### src/rtl/zluudg_crc_arbiter_pkg.sv
// Shared types and constants for the two-port CRC engine arbiter.
// Holds the FSM state encoding and the round-robin pick helper.
package zluudg_crc_arbiter_pkg;

    localparam int unsigned N_PORTS = 2;
    localparam int unsigned MODE_W  = 32;
    localparam int unsigned DATA_W  = 32;

    typedef enum logic [0:0] {
        StIdle,
        StActive
    } arb_state_e;

    // On a tie the port that did not win last time gets the engine.
    function automatic logic pick_port(input logic [N_PORTS-1:0] req, input logic rr_last);
        if (req[0] && req[1]) begin
            return ~rr_last;
        end
        return req[1];
    endfunction

endpackage

### src/rtl/zluudg_id_fifo.sv
// Synchronous 1-bit-wide FIFO that remembers which port owns each in-flight packet.
// Simultaneous push and pop leave the count unchanged.
module zluudg_id_fifo #(
    parameter int unsigned Depth = 4
) (
    input  logic                     clk_i,
    input  logic                     rst_i,
    input  logic                     push_i,
    input  logic                     push_data_i,
    input  logic                     pop_i,
    output logic                     head_o,
    output logic [$clog2(Depth):0]   count_o,
    output logic                     full_o,
    output logic                     empty_o
);

    localparam int unsigned PtrW = $clog2(Depth);

    logic              mem_q [Depth];
    logic [PtrW-1:0]   wr_ptr_q;
    logic [PtrW-1:0]   rd_ptr_q;
    logic [PtrW:0]     count_q;
    logic              do_push;
    logic              do_pop;

    assign do_push = push_i && !full_o;
    assign do_pop  = pop_i && !empty_o;

    always_ff @(posedge clk_i) begin
        if (rst_i) begin
            wr_ptr_q <= '0;
            rd_ptr_q <= '0;
            count_q  <= '0;
        end else begin
            if (do_push) begin
                wr_ptr_q <= wr_ptr_q + PtrW'(1);
            end
            if (do_pop) begin
                rd_ptr_q <= rd_ptr_q + PtrW'(1);
            end
            if (do_push && !do_pop) begin
                count_q <= count_q + (PtrW + 1)'(1);
            end else if (do_pop && !do_push) begin
                count_q <= count_q - (PtrW + 1)'(1);
            end
        end
    end

    always_ff @(posedge clk_i) begin
        if (do_push) begin
            mem_q[wr_ptr_q] <= push_data_i;
        end
    end

    // Depth is a power of two, so the count MSB alone marks full.
    assign full_o  = count_q[PtrW];
    assign empty_o = (count_q == '0);
    assign count_o = count_q;
    assign head_o  = mem_q[rd_ptr_q];

endmodule

### src/rtl/zluudg_crc_arbiter.sv
// Shares one CRC engine between two AXI-stream requesters, one whole packet at a time,
// and steers each engine output packet back to the requester that issued it.
module zluudg_crc_arbiter
    import zluudg_crc_arbiter_pkg::*;
#(
    parameter int unsigned ROUTE_DEPTH = 4,
    parameter int unsigned CNT_W       = 16
) (
    input  logic                        aclk,
    input  logic                        areset,
    input  logic [N_PORTS*MODE_W-1:0]   sr_mode,
    input  logic [N_PORTS*DATA_W-1:0]   s_tdata,
    input  logic [N_PORTS-1:0]          s_tvalid,
    input  logic [N_PORTS-1:0]          s_tlast,
    output logic [N_PORTS-1:0]          s_tready,
    output logic [MODE_W-1:0]           crc_mode,
    output logic [DATA_W-1:0]           crc_i_tdata,
    output logic                        crc_i_tvalid,
    output logic                        crc_i_tlast,
    input  logic                        crc_i_tready,
    input  logic [DATA_W-1:0]           crc_o_tdata,
    input  logic                        crc_o_tvalid,
    input  logic                        crc_o_tlast,
    output logic                        crc_o_tready,
    output logic [N_PORTS*DATA_W-1:0]   m_tdata,
    output logic [N_PORTS-1:0]          m_tvalid,
    output logic [N_PORTS-1:0]          m_tlast,
    input  logic [N_PORTS-1:0]          m_tready,
    output logic [N_PORTS*CNT_W-1:0]    pkt_cnt
);

    localparam int unsigned CntW = $clog2(ROUTE_DEPTH) + 1;
    localparam logic [CntW-1:0] DepthCnt = CntW'(ROUTE_DEPTH);

    arb_state_e         state_q, state_d;
    logic               gnt_q, gnt_d;
    logic               rr_last_q, rr_last_d;
    logic [MODE_W-1:0]  crc_mode_q, crc_mode_d;
    logic [CNT_W-1:0]   pkt_cnt0_q;
    logic [CNT_W-1:0]   pkt_cnt1_q;

    logic               fifo_push;
    logic               fifo_pop;
    logic               fifo_head;
    logic [CntW-1:0]    fifo_count;
    logic               fifo_full;
    logic               fifo_empty;

    logic [MODE_W-1:0]  mode_arr [N_PORTS];
    logic [DATA_W-1:0]  s_data   [N_PORTS];

    for (genvar p = 0; p < N_PORTS; p++) begin : g_unpack
        assign mode_arr[p] = sr_mode[p*MODE_W +: MODE_W];
        assign s_data[p]   = s_tdata[p*DATA_W +: DATA_W];
    end

    always_ff @(posedge aclk) begin
        if (areset) begin
            state_q    <= StIdle;
            gnt_q      <= 1'b0;
            rr_last_q  <= 1'b1;
            crc_mode_q <= '0;
        end else begin
            state_q    <= state_d;
            gnt_q      <= gnt_d;
            rr_last_q  <= rr_last_d;
            crc_mode_q <= crc_mode_d;
        end
    end

    always_comb begin
        state_d      = state_q;
        gnt_d        = gnt_q;
        rr_last_d    = rr_last_q;
        crc_mode_d   = crc_mode_q;
        fifo_push    = 1'b0;
        s_tready     = '0;
        crc_i_tdata  = s_data[gnt_q];
        crc_i_tvalid = 1'b0;
        crc_i_tlast  = 1'b0;

        case (state_q)
            StIdle: begin
                // The decision cycle is the single bubble each packet pays.
                if ((fifo_count < DepthCnt) && (s_tvalid != '0)) begin
                    gnt_d      = pick_port(s_tvalid, rr_last_q);
                    crc_mode_d = mode_arr[gnt_d];
                    rr_last_d  = gnt_d;
                    fifo_push  = 1'b1;
                    state_d    = StActive;
                end
            end
            StActive: begin
                crc_i_tvalid    = s_tvalid[gnt_q];
                crc_i_tlast     = s_tlast[gnt_q];
                s_tready[gnt_q] = crc_i_tready;
                if (s_tvalid[gnt_q] && crc_i_tready && s_tlast[gnt_q]) begin
                    state_d = StIdle;
                end
            end
            default: state_d = StIdle;
        endcase

        if (areset) begin
            fifo_push    = 1'b0;
            s_tready     = '0;
            crc_i_tvalid = 1'b0;
        end
    end

    // Return path follows the route FIFO head, independent of the request FSM.
    always_comb begin
        m_tdata      = {N_PORTS{crc_o_tdata}};
        m_tvalid     = '0;
        m_tlast      = '0;
        crc_o_tready = 1'b0;
        if (!fifo_empty && !areset) begin
            m_tvalid[fifo_head] = crc_o_tvalid;
            m_tlast[fifo_head]  = crc_o_tlast;
            crc_o_tready        = m_tready[fifo_head];
        end
    end

    assign fifo_pop = crc_o_tvalid && crc_o_tready && crc_o_tlast;

    always_ff @(posedge aclk) begin
        if (areset) begin
            pkt_cnt0_q <= '0;
            pkt_cnt1_q <= '0;
        end else if (fifo_pop) begin
            if (fifo_head) begin
                pkt_cnt1_q <= pkt_cnt1_q + CNT_W'(1);
            end else begin
                pkt_cnt0_q <= pkt_cnt0_q + CNT_W'(1);
            end
        end
    end

    zluudg_id_fifo #(
        .Depth(ROUTE_DEPTH)
    ) u_route_fifo (
        .clk_i      (aclk),
        .rst_i      (areset),
        .push_i     (fifo_push),
        .push_data_i(gnt_d),
        .pop_i      (fifo_pop),
        .head_o     (fifo_head),
        .count_o    (fifo_count),
        .full_o     (fifo_full),
        .empty_o    (fifo_empty)
    );

    a_no_push_when_full: assert property (@(posedge aclk) disable iff (areset)
        !(fifo_push && fifo_full));

    assign crc_mode = crc_mode_q;
    assign pkt_cnt  = {pkt_cnt1_q, pkt_cnt0_q};

endmodule

### config.mk
export PLATFORM = sky130hd
export DESIGN_NAME = zluudg_crc_arbiter
export DESIGN_NICKNAME = d
export VERILOG_FILES = /design/src/rtl/zluudg_crc_arbiter_pkg.sv /design/src/rtl/zluudg_id_fifo.sv /design/src/rtl/zluudg_crc_arbiter.sv
export SDC_FILE = /design/constraint.sdc
export NUM_CORES = 1
export LEC_CHECK = 0
export CAP_MARGIN = 40
export CORE_AREA = 4 4 131 133
export DETAILED_ROUTE_END_ITERATION = 7
export DIE_AREA = 0 0 135 137
export PLACE_DENSITY_LB_ADDON = 0.08
export SLEW_MARGIN = 20
export SYNTH_ARGS = -nofsm -noshare
export SYNTH_HDL_FRONTEND = slang
export SYNTH_SLANG_ARGS = --single-unit
### constraint.sdc
create_clock -name aclk -period 3.78 [get_ports aclk]
set_input_delay 0.756 -clock aclk [delete_from_list [all_inputs] [get_ports aclk]]
set_output_delay 0.756 -clock aclk [all_outputs]
set_load 0.005 [all_outputs]
* Word level (Yosys, flattened, before mapping)
Memories as Yosys holds them, arrays and structs flattened. A register that Yosys moved wholly into a read port is not among the register bits.
Index checks and enable logic that the tools add are counted.
** Word-level totals
- Input bits :: 171
- Logic and storage cells :: 99
- Output and inout bits :: 169
- Memories kept :: 1
- RAM bits :: 4
- Register bits :: 74
** Operators by class
- Add/sub/neg operators :: 6
- Magnitude comparators :: 7
- Muxes and demuxes :: 44
- Bitwise logic cells :: 8
- Reduce and logical (&&, ||, !) cells :: 24
** Memory list
- u_route_fifo.mem_q :: words 4, bits a word 1, read ports 1, clocked after Yosys merged registers in 1, write ports 1, RTL line zluudg_id_fifo.sv:19 : logic mem_q [Depth];
** Operators with widths (number)
- two-way mux 32 bit :: 6
- adder 16 x 1 -> 16 bit, second input constant :: 2
- two-way mux 1 bit :: 27
- logical AND 1 bit :: 13
- two-way mux 2 bit :: 6
- bitwise AND 2 bit :: 3
- two-way mux 3 bit :: 2
- AND reduction 2 bit :: 3
- logical NOT 1 bit :: 5
- adder 2 x 1 -> 2 bit, second input constant :: 2
- greater-or-equal comparator 2 bit, second input constant :: 2
- < comparator 1 x 2 -> 1 bit, second input constant :: 2
- NOT 1 -> 2 bit :: 2
- nonzero test 2 bit :: 2
- adder 3 x 1 -> 3 bit, second input constant :: 1
- logical NOT 3 bit :: 1
- < comparator 3 bit, second input constant :: 1
- NOT 1 bit :: 3
- subtractor 3 x 1 -> 3 bit, second input constant :: 1
- demux 1 bit (select 1 bit) :: 2
- greater-or-equal comparator 1 bit, second input constant :: 2
- case mux 1 bit (2 select lines) :: 1

* Depth between registers and ports, before layout
- Depth after elaboration :: 11
- Mapped depth :: 11

* Cells and area by module
From an unflattened synthesis, not the netlist that was laid out.
** Second synthesis, totals
- Cell total of the unflattened synthesis :: 505
- Area, all modules :: 4654.5 um2
** Modules (own cells, without submodules)
- zluudg_crc_arbiter :: times used 1, cells an instance 454, area an instance 4041.4 um2, sequential area each 1341.3 um2
- zluudg_id_fifo :: times used 1, cells an instance 51, area an instance 613.1 um2, sequential area each 300.3 um2

* Worst setup path before layout
Ideal clock, no wire load.
- Path type :: input port to flip-flop
- Start point :: in areset
- End point :: reg u_route_fifo.count_q[2], in the netlist u_route_fifo.count_o[2]
- Path slack :: 0.961 ns
- Setup time :: 0.070 ns
- Stages :: 10
- Buffers on the path :: 1
- Arrival time :: 2.749 ns
- Cell sequence :: clkbuf_1 nand2b_1 nor4_1 nor2_1 ha_1 inv_1 fa_1 xor2_1 or3_1 a21oi_1
** On the way
- Cells in the longest elaborated chain, start to end :: 9
** RTL lines
- start: declaration :: RTL line zluudg_crc_arbiter.sv:10 : input logic areset,
- logical NOT 1 bit :: RTL line zluudg_crc_arbiter.sv:117 : if (!fifo_empty && !areset) begin
- logical AND 1 bit :: RTL line zluudg_crc_arbiter.sv:117
- two-way mux 1 bit :: RTL line zluudg_crc_arbiter.sv:117
- logical AND 1 bit (2 in series) :: RTL line zluudg_crc_arbiter.sv:124 : assign fifo_pop = crc_o_tvalid && crc_o_tready && crc_o_tlast;
- logical AND 1 bit :: RTL line zluudg_id_fifo.sv:27 : assign do_pop = pop_i && !empty_o;
- logical NOT 1 bit :: RTL line zluudg_id_fifo.sv:41 : if (do_push && !do_pop) begin
- logical AND 1 bit :: RTL line zluudg_id_fifo.sv:41
- two-way mux 3 bit or nonzero test 2 bit (tied branches)
- end signal: assignment :: RTL line zluudg_id_fifo.sv:42 : count_q <= count_q + (PtrW + 1)'(1);
- end signal: assignment :: RTL line zluudg_id_fifo.sv:44 : count_q <= count_q - (PtrW + 1)'(1);
- end: declaration :: RTL line zluudg_id_fifo.sv:22 : logic [PtrW:0] count_q;
Parallel ways exist; a longest one is shown, timed or not.
A chain may end at the register's enable or synchronous reset.

* Worst setup path after layout
- Start point :: in crc_o_tlast
- End point :: out m_tlast[0]
** On the way
- Cells in the longest elaborated chain, start to end :: 2
** RTL lines
- start: declaration :: RTL line zluudg_crc_arbiter.sv:23 : input logic crc_o_tlast,
- bitwise AND 2 bit (no line)
- two-way mux 2 bit :: RTL line zluudg_crc_arbiter.sv:117
- end: declaration :: RTL line zluudg_crc_arbiter.sv:27 : output logic [N_PORTS-1:0] m_tlast,
No other way between the ends.

==> results.toml <==
[worst_setup_path]
cp_cell_sequence = "clkdlybuf4s50_1 -> nand2b_1 -> or3_1 -> inv_1 -> clkdlybuf4s50_1"
critical_path_required_ns = 3.02
crit_path_end_kind = "output port"
cp.arrival_ns = 2.26
cpPeakStageDelay_ns = 0.49
critPathSlowestCell = "clkdlybuf4s50_1"
crit_path_frequent_cell = "clkdlybuf4s50_1"
path_max_fanout = 4
cp_top_family = "buffers and inverters"
start_kind = "primary input"
path_buf_inv = 3
critical_path_class = "in2out"

[placed_design]
pre_cts_ws_ns = 0.450
dp_hpwl_um = 11000
io_buffers = 243
gp_congestion = 0.750

[power_and_ir_drop]
power.total_w = 0.00266
peakVddDrop_mv = 0.214
cellPowerDensity_nw_per_um2 = 376
leakage_nw = 2.53

[global_route]
grt_pass1_vias = 4119
track_usage_pct = 14.7
grt_max_degree = 49
grt.overflow.total = 0
grt_pass1_wl_um = 21700
antenna_found_initial = 0

[cells_and_area]
drive_gt1_share_pct = 8.93
antenna_cells = 0
syn2layout_area_growth_pct = 52.2
nets = 857
fillers = 1510

[drt]
drc_errors = 0
postRouteWirelength_um = 14200
routedWlPerCell_um = 15.8
vias_per_cell = 4.70
ant_nets = 0
first_pass_iters = 4
drtIter0Drc = 112
vias = 4227

[synth]
async_reset_ff_share_pct = 0
synth.largest_area_cell = "dfxtp_1"
ys.flop_type = "dfxtp_1"
synthTopCellsByArea = "dfxtp_1, buf_4, mux2i_1, mux2_2, a211oi_1"
syn_nets = 694
netlist_area_um2 = 4650
synth.distinct_cells = 41
synth_edf_count = 4
synth_cells = 515
synth_top_area_share_pct = 32.7
ys_seq_elements = 80
ys_warn_count = 0
syn_avg_cell_area_um2 = 9.03
ys_seq_area_share_pct = 35.3

[timing]
relSlewSlack_pct = 62.6
slew_viol_final = 0
fin_setup_tns_ns = 0
finClkSkew_ns = 0.00572
rsz0062_at_grt = "false"
fmax_mhz = 331
final-hold-violation-count = 0
fin_crit_ns = 3.02
setup_viol = 0
worst_slack_ns = 0.761
fin_crit_sh_pct = 79.9
tightest_slew_ns = 0.557

[floorplan]
initial_core_util_pct = 29.4
rows = 46
io_pins = 340
die_y_um = 137
dieArea_um2 = 18500
die_x_um = 135
core-area_um2 = 15800

[cts]
cts_setup_buffers = 0
cts.sinks = 80
cts_tree = "yes"
cts_root_buffer = "clkbuf_16"
clock_latency_ns = 0.34
cts_buffer_depth = 2
cts-htree-levels = 3
cts-resized-gates = 0
clk_pin_slew_ns = 0.06
holdBufCountCts = 0
cts_buffers = 9

[hold_path]
hp-class = "reg2reg"

[job]
cap_violations = 0

[outcome]
outcome = "complete, no violations"
[cell type report]
| cell class | count | area [um2] | share of cell area, % |
|---|---|---|---|
| clock inverters | 4 | 27.5 | 0.389 |
| repair buffers | 252 | 2490 | 35.3 |
| multi-input cells | 323 | 2350 | 33.2 |
| inverters | 12 | 45.0 | 0.636 |
| flip-flops and latches | 80 | 1640 | 23.2 |
| clock buffers | 12 | 246 | 3.48 |
| well taps | 216 | 270 | 3.82 |
[cell usage after synthesis, types with 3 or more instances]
library cell,n
mux2i_1,39
and3_1,10
a211oi_1,32
buf_4,64
inv_1,12
nor2b_1,3
or4_1,19
edfxtp_1,4
o21ai_0,9
ha_1,7
dfxtp_1,76
nand2_1,13
nand4_1,8
nand3_1,14
mux2_2,34
o31ai_1,18
xnor2_1,5
and4_1,5
a21oi_1,27
buf_1,5
nor4_1,4
nor2_1,46
or3_1,8
clkbuf_1,29
[logic make-up (layout without fill, tap and decap cells)]
group	count (synthesis)	count (layout)	share of synthesized area, %
adders and majority gates	8	8	2.31
DFF	80	80	35.3
muxes	74	74	17.1
AOI/OAI and AO/OA	96	96	13.7
buffers and inverters	112	280	14.4
xor gates and xnor gates	7	7	1.32
and+or+nand+nor	138	138	15.9
[metrics by stage]
stage          cell area [um2]  utilization [%]  std cells  hold slack (ns)
6_report                  7080             44.7        899            0.452
3_5_place_dp              6800             43.0        883            0.448
4_1_cts                   7080             44.7        899            0.457
3_3_place_gp              6800             43.0        883            0.441
5_1_grt                   7080             44.7        899            0.483
2_1_floorplan             4650                -        515            0.427
[state kept, by name, summed over array words and instances (netlist names), named ones only]
signal and flops:
u_route_fifo.rd_ptr_q 2, gnt_q 1, u_route_fifo.wr_ptr_q 2, u_route_fifo.count_o 3
rr_last_q 1, state_q 1, crc_mode 32, pkt_cnt0_q 16
pkt_cnt1_q 16, u_route_fifo.mem_q 4
[final timing paths]
kind | slack, ns | cells past startpoint | endpoint | startpoint
worst max-delay path | 0.76 | 5 | m_tlast[0] | crc_o_tlast
worst min-delay path | 0.45 | 1 | u_route_fifo.rd_ptr_q[1]$_SDFFE_PP0P_ | u_route_fifo.rd_ptr_q[1]$_SDFFE_PP0P_
worst max register to register | 0.89 | 9 | u_route_fifo.count_o[2]$_SDFFE_PP0P_ | u_route_fifo.mem_q[2]$_DFFE_PP_
worst min register to register | 0.45 | 1 | u_route_fifo.rd_ptr_q[1]$_SDFFE_PP0P_ | u_route_fifo.rd_ptr_q[1]$_SDFFE_PP0P_
[cells in the final DEF (no fill, tap or decap), types with 3 or more instances in the layout]
cell	n
nand4_1	8
o31ai_1	18
o21ai_0	9
mux2i_1	39
nor4_1	4
and4_1	5
or4_1	19
a211oi_1	32
nand2_1	13
dfxtp_1	76
clkdlybuf4s50_1	242
edfxtp_1	4
ha_1	7
buf_4	9
and3_1	10
inv_1	12
nor2_1	46
a21oi_1	27
nand3_1	14
xnor2_1	5
nor2b_1	3
or3_1	8
mux2_2	34
clkbuf_16	9
[routing by layer]
layer / up-vias / track usage, % / routed length, um
li1: 2138 / - / -
met1: 1911 / 18.7 / 6000
met2: 153 / 22.5 / 6700
met3: 25 / 6.10 / 1230
met4: 0 / 4.87 / 243
met5: - / 0 / 0
[report_power, final]
group	internal, W	switching (W)	total [W]
combinational	0.000490	0.000339	0.000829
clock	0.000465	0.000361	0.000826
sequential	0.000947	0.0000606	0.00101
(Power assumes the default switching activity.)
